`src/rtl/alu_pkg.sv`:
```
// -----------------------------------------------------------------------------
// alu_pkg
//   Shared definitions for the registered ALU (alu_seq) and its iterative
//   multiplier (mul_iter).
//   - OP_* : 3-bit cntrl encodings, unchanged from the combinational ALU.
//   - alu_state_t : control FSM states of alu_seq.
// -----------------------------------------------------------------------------
package alu_pkg;

   localparam logic [2:0] OP_PASSB = 3'b000;
   localparam logic [2:0] OP_LSL   = 3'b001;
   localparam logic [2:0] OP_ADD   = 3'b010;
   localparam logic [2:0] OP_SUB   = 3'b011;
   localparam logic [2:0] OP_AND   = 3'b100;
   localparam logic [2:0] OP_OR    = 3'b101;
   localparam logic [2:0] OP_XOR   = 3'b110;
   localparam logic [2:0] OP_MUL   = 3'b111;

   typedef enum logic [1:0] {
      IDLE = 2'd0,
      MUL  = 2'd1,
      DONE = 2'd2
   } alu_state_t;

endpackage

```
`src/rtl/alu_seq_mul_iter.sv`:
```
// -----------------------------------------------------------------------------
// mul_iter
//   Shift-add unsigned multiplier datapath, one partial product per cycle.
//   Ports:
//     clk, reset : clock, asynchronous active-high reset
//     start      : load A/B, clear accumulator and iteration counter
//     step       : perform one iteration this cycle (held high by the FSM
//                  while it is in MUL)
//     A, B       : multiplicand / multiplier, sampled only on start
//     done       : high in the cycle performing the final (WIDTH-th)
//                  iteration
//     product    : full 2*WIDTH-bit product; valid in the cycle done is high
// -----------------------------------------------------------------------------
module mul_iter #(
   parameter int WIDTH = 64,
   parameter int SHW   = $clog2(WIDTH)
) (
   input  logic               clk,
   input  logic               reset,
   input  logic               start,
   input  logic               step,
   input  logic [WIDTH-1:0]   A,
   input  logic [WIDTH-1:0]   B,
   output logic               done,
   output logic [2*WIDTH-1:0] product
);

   logic [2*WIDTH-1:0] acc;
   logic [2*WIDTH-1:0] mcand;
   logic [WIDTH-1:0]   mplier;
   logic [SHW:0]       count;
   logic [2*WIDTH-1:0] acc_next;
   logic [SHW:0]       last_iter;

   assign last_iter = (SHW+1)'(WIDTH - 1);

   // Accumulator value after the iteration happening this cycle. Exposing it
   // as the product lets the owner register the result on the same edge as
   // the last iteration, instead of one cycle later.
   assign acc_next = mplier[0] ? (acc + mcand) : acc;
   assign product  = acc_next;
   assign done     = step && (count == last_iter);

   always_ff @(posedge clk or posedge reset) begin
      if (reset) begin
         acc    <= '0;
         mcand  <= '0;
         mplier <= '0;
         count  <= '0;
      end else if (start) begin
         acc    <= '0;
         mcand  <= {{WIDTH{1'b0}}, A};
         mplier <= B;
         count  <= '0;
      end else if (step) begin
         acc    <= acc_next;
         mcand  <= mcand << 1;
         mplier <= mplier >> 1;
         count  <= count + 1'b1;
      end
   end

endmodule

```
`src/rtl/alu_seq.sv`:
```
// -----------------------------------------------------------------------------
// alu_seq
//   Registered ALU for the EX stage. Single-cycle ops (pass-B, shift-left,
//   add, sub, and, or, xor) plus an iterative unsigned multiply. Result and
//   flags sit behind a valid/ready handshake.
//
//   Handshake: an op is accepted on a rising edge where in_valid=1 and
//   in_ready=1; in_valid while in_ready=0 is dropped. A result is consumed on
//   a rising edge where out_valid=1 and out_ready=1. The block holds one op
//   at a time, so in_ready and out_valid are never high together.
//
//   Ports:
//     clk, reset            : clock, asynchronous active-high reset
//     in_valid / in_ready   : op request / block idle
//     A, B, cntrl           : operands and operation select
//     out_valid / out_ready : result available / consumer takes it
//     result                : registered result
//     negative, zero        : derived from the registered result
//     overflow, carry_out   : registered flags (add/sub/mul only)
// -----------------------------------------------------------------------------
module alu_seq
   import alu_pkg::*;
#(
   parameter int WIDTH = 64
) (
   input  logic             clk,
   input  logic             reset,
   input  logic             in_valid,
   output logic             in_ready,
   input  logic [WIDTH-1:0] A,
   input  logic [WIDTH-1:0] B,
   input  logic [2:0]       cntrl,
   output logic             out_valid,
   input  logic             out_ready,
   output logic [WIDTH-1:0] result,
   output logic             negative,
   output logic             zero,
   output logic             overflow,
   output logic             carry_out
);

   localparam int SHW = $clog2(WIDTH);

   alu_state_t state;

   // Single-cycle datapath
   logic             is_sub;
   logic [WIDTH-1:0] b_eff;
   logic [WIDTH:0]   add_sum;
   logic             msb_carry_in;
   logic [WIDTH-1:0] op_result;
   logic             op_overflow;
   logic             op_carry;

   // Multiplier interface
   logic               mul_start;
   logic               mul_step;
   logic               mul_done;
   logic [2*WIDTH-1:0] mul_product;

   assign in_ready  = (state == IDLE);
   assign out_valid = (state == DONE);
   assign negative  = result[WIDTH-1];
   assign zero      = (result == '0);

   // Subtraction shares the adder: A + ~B + 1.
   assign is_sub  = (cntrl == OP_SUB);
   assign b_eff   = is_sub ? ~B : B;
   assign add_sum = {1'b0, A} + {1'b0, b_eff} + {{WIDTH{1'b0}}, is_sub};
   // Carry into the MSB recovered from the MSB sum bit and its two inputs.
   assign msb_carry_in = A[WIDTH-1] ^ b_eff[WIDTH-1] ^ add_sum[WIDTH-1];

   always_comb begin
      op_result   = '0;
      op_overflow = 1'b0;
      op_carry    = 1'b0;
      case (cntrl)
         OP_PASSB: op_result = B;
         OP_LSL:   op_result = A << B[SHW-1:0];
         OP_ADD, OP_SUB: begin
            op_result   = add_sum[WIDTH-1:0];
            op_carry    = add_sum[WIDTH];
            op_overflow = add_sum[WIDTH] ^ msb_carry_in;
         end
         OP_AND:   op_result = A & B;
         OP_OR:    op_result = A | B;
         OP_XOR:   op_result = A ^ B;
         OP_MUL:   op_result = '0;
      endcase
   end

   assign mul_start = (state == IDLE) && in_valid && (cntrl == OP_MUL);
   assign mul_step  = (state == MUL);

   mul_iter #(
      .WIDTH (WIDTH),
      .SHW   (SHW)
   ) u_mul (
      .clk     (clk),
      .reset   (reset),
      .start   (mul_start),
      .step    (mul_step),
      .A       (A),
      .B       (B),
      .done    (mul_done),
      .product (mul_product)
   );

   always_ff @(posedge clk or posedge reset) begin
      if (reset) begin
         state     <= IDLE;
         result    <= '0;
         overflow  <= 1'b0;
         carry_out <= 1'b0;
      end else begin
         case (state)
            IDLE: begin
               if (in_valid) begin
                  if (cntrl == OP_MUL) begin
                     state <= MUL;
                  end else begin
                     result    <= op_result;
                     overflow  <= op_overflow;
                     carry_out <= op_carry;
                     state     <= DONE;
                  end
               end
            end
            MUL: begin
               // Registered on the edge of the final iteration.
               if (mul_done) begin
                  result    <= mul_product[WIDTH-1:0];
                  overflow  <= |mul_product[2*WIDTH-1:WIDTH];
                  carry_out <= 1'b0;
                  state     <= DONE;
               end
            end
            DONE: begin
               if (out_ready) state <= IDLE;
            end
            default: state <= IDLE;
         endcase
      end
   end

endmodule

```
`config.mk`:
```
export PLATFORM = sky130hd
export DESIGN_NAME = alu_seq
export DESIGN_NICKNAME = d
export VERILOG_FILES = /design/src/rtl/alu_pkg.sv /design/src/rtl/alu_seq_mul_iter.sv /design/src/rtl/alu_seq.sv
export SDC_FILE = /design/constraint.sdc
export NUM_CORES = 2
export LEC_CHECK = 0
export CORE_MARGIN = 2
export CORE_UTILIZATION = 57
export CTS_CLUSTER_DIAMETER = 60
export DETAILED_ROUTE_END_ITERATION = 10
export GPL_TIMING_DRIVEN = 0
export HOLD_SLACK_MARGIN = 0.03
export PLACE_DENSITY_LB_ADDON = 0.2
export REMOVE_ABC_BUFFERS = 1
export SLEW_MARGIN = 40
export SYNTH_ARGS = -nofsm -noshare
export SYNTH_HDL_FRONTEND = slang
export SYNTH_SLANG_ARGS = --single-unit
```
`constraint.sdc`:
```
create_clock -name clk -period 13 [get_ports clk]
set_input_delay 2.6 -clock clk [delete_from_list [all_inputs] [get_ports clk]]
set_output_delay 2.6 -clock clk [all_outputs]
set_load 0.02 [all_outputs]
```
==> out/metrics.yaml <==
cp-startpoint: "cntrl[1]"
wirelength_microns: 160000
synthFlopType: "dfrtp_1"
cts_root_buffer: "clkbuf_16"
status: "finished clean"
synth_area_per_cell_sq_um: 7.46
grt_max_degree: 78
cts_resized: 0
post-synth-top-area-cell: "dfrtp_1"
maxSlewViolCount: 0
grt_overflow: 0
firstDrtPassIters: 9
tritoncts_num_sinks: 395
vias_per_cell: 6.85
hold_violations: 0
yosysSeqAreaShare_pct: 25.5
number_of_global_route_vias_before_repair: 39700
starting_utilization_of_the_core_area_pct: 57.6
route.antenna.remaining_nets: 0
multiInputGateArea_sq_um: 27000
placementRows: 95
post-synth-top-area-fraction_pct: 25.5
drc: 0
largest_clock_skew_in_the_final_design_ps: 39.6
synth_top_cells_by_area: "dfrtp_1 (26%), ha_1 (10%), nand2_1 (9.4%), a21oi_1 (6.3%), o21ai_0 (5.3%)"
final.min_clock_period_ps: 8940
synth.ff_latch_count: 395
stdcell_area_sq_um: 44000
number_of_buffers_created_by_cts: 54
crit_path_max_fanout: 31
place.gp.congestion: 1.03
synth_cell_types: 88
required_ps: 13500
finalNetCount: 5628
timing.final.crit_share_pct: 68.8
fp.dieW_microns: 265
critical_path.endpoint_type: "flip-flop"
clock_insertion_delay_worst_skew_ps: 660
drt_iter0_drc: 4996
fp.dieArea_sq_um: 70100
clk_pin_slew_ps: 60
max-slew-margin-rel_pct: 34.5
clock_tree_from_tritoncts: "yes"
design.core.area_sq_um: 67300
placed_cell_area_sq_um: 42100
antenna_found_initial: 4
yosys_warnings: 0
layout.area.seq_sq_um: 9890
wire_length_of_the_first_global_routing_pass_microns: 241000
synth.cell_area_sq_um: 38700
cts_setup_buffers: 0
leakage_nw: 19.1
vias: 41700
cts_htree_levels: 2
worst-r2r-setup-slack_ps: 6300
cp_data_arrival_time_ps: 9450
final_layout_size_suffix_gt1_share_pct: 5.94
ir_worst_vdd_mv: 0.146
hold_path_startpoint: "u_mul.mplier[19]"
clk_path_buf_depth: 3
critPathKind: "in -> reg"
p_per_cell_area_nw_per_um2: 213
dp_hpwl_microns: 123000
drt-wirelength-per-cell_microns: 26.3
synthesis.instances: 5193
areaGrowthSynthToFinish_pct: 13.6
report.final.setup_viol: 0
number_of_enable_flip_flop_cells_after_synthesis: 0
post_cts_hold_buffer_count: 0
async_flop_share_pct: 100
portBuffers: 204
worst_r2r_startpoint: "u_mul.mcand[0]"
timing.critical_path.from_type: "primary input"
fill_cells: 5819
worst_min_path_class: "reg -> reg"
die_y_microns: 265
rsz0062_at_grt: "false"
fin_setup_tns_ps: 0
drv_cap: 0
globalRouteTotalUtil_pct: 44.6
actual_transition_at_the_worst_max_transition_pin_ps: 955
clock.fmax_ghz: 0.112
design.portCount: 205
[cells in the final DEF, fill, tap and decap left out, types with 30 or more instances in the layout]
cell             instances
mux4_2                  50
a211oi_1                60
nand4_1                 95
inv_1                  189
nor2b_1                 34
dfrtp_1                394
nand2_1                964
a31oi_1                 77
mux2i_1                 86
o31ai_1                 54
a221oi_1                30
xor2_1                  74
clkbuf_16               54
nand3_1                 84
ha_1                   320
nor3_1                  61
xnor2_1                153
a21oi_1                488
clkdlybuf4s50_1        196
o211ai_1                51
o21ai_0                401
o22ai_1                 87
a21o_1                  53
a22oi_1                144
o21a_1                  31
nor2_1                 430
nand2b_1                38
[final timing paths]
kind	endpoint	cells after the start
setup / recovery	overflow	23
hold / removal	u_mul.mplier[19]	2
setup reg to reg	overflow	17
hold reg to reg	u_mul.mplier[19]	2
max in group asynchronous	result[40]	5
min in group asynchronous	u_mul.mcand[4]	2
[where the power goes]
part / total [W] / switching [W] / internal, W
registers: 0.00241 / 0.000607 / 0.00180
clock network: 0.00162 / 0.000696 / 0.000923
logic: 0.00534 / 0.00341 / 0.00193
total: 0.00937 / 0.00471 / 0.00465
[through the flow]
step / worst slack, ps / std cells / hold slack (ps) / power [W] / util, %
2_1_floorplan: -8270 / 4848 / 446 / 0.00570 / -
3_3_place_gp: -33630 / 5925 / 458 / 0.00746 / 60.3
3_5_place_dp: 3760 / 5988 / 463 / 0.00754 / 62.5
4_1_cts: 4440 / 6088 / 478 / 0.00920 / 65.4
5_1_grt: 3950 / 6089 / 495 / 0.00988 / 65.4
6_report: 4060 / 6091 / 477 / 0.00937 / 65.4
[state kept, by name, indices dropped and copies added, names as in the netlist]
register,flops
u_mul.mplier,64
result,64
carry_out,1
u_mul.acc,128
u_mul.mcand,128
u_mul.count,7
state,2
overflow,1
[cell type report]
type / instances / share of cell area (%)
sequential: 395 / 22.5
tap: 873 / 2.48
clock inverter: 44 / 1.28
multi-input combinational: 4257 / 61.3
antenna: 3 / 0.0170
timing repair buffer: 267 / 7.62
inverter: 196 / 1.73
clock buffer: 56 / 3.13
[cells by family after synthesis]
group,synth area share [%]
muxes,5.68
and+or+nand+nor,20.7
adders and majority gates,10.4
buffers and inverters,5.35
AOI/OAI and AO/OA,27.2
DFF,25.5
xor gates and xnor gates,5.13
[layer usage]
layer  track usage, %  part of all wire (%)  wire (microns)
met1             53.8                    36           58300
met4             31.1                   8.2           13100
met2             70.5                    45           71400
met3             10.6                    11           17200
met5                0                0.0075              12
[synth_stat cells (23+ instances only)]
master and number:
a21oi_1 488, buf_1 38, xnor2_1 153, nand3_1 86, o21ai_0 409, o21a_1 31
a21o_1 53, o221ai_1 23, o31ai_1 54, xor2_1 74, nand4_1 95, nor2_1 438
a31oi_1 77, dfrtp_1 395, a22oi_1 144, nand2b_1 39, buf_2 25, nor4_1 34
a211oi_1 61, ha_1 320, clkbuf_1 279, o211ai_1 51, inv_1 193, nand2_1 968
mux4_2 50, o21bai_1 29, a221oi_1 30, nor3_1 61, nor2b_1 35, mux2i_1 86
o22ai_1 91
[worst max-delay path, cell delays in order]
cell and delay (ps):
buf_4 280, buf_12 250, inv_6 160, nor2_4 340
nand2_4 260, buf_12 250, buf_12 190, xnor2_1 160
ha_1 240, a211o_1 280, o22ai_1 340, o2bb2ai_1 300
a311o_1 440, a21oi_1 350, o21ai_1 210, a221o_1 360
nand2b_1 140, nor2_1 70, o31ai_1 710, xnor2_1 320
a221o_1 440, nor4_1 520, a31oi_1 80
Note: power is estimated with default switching activity, not from simulation.
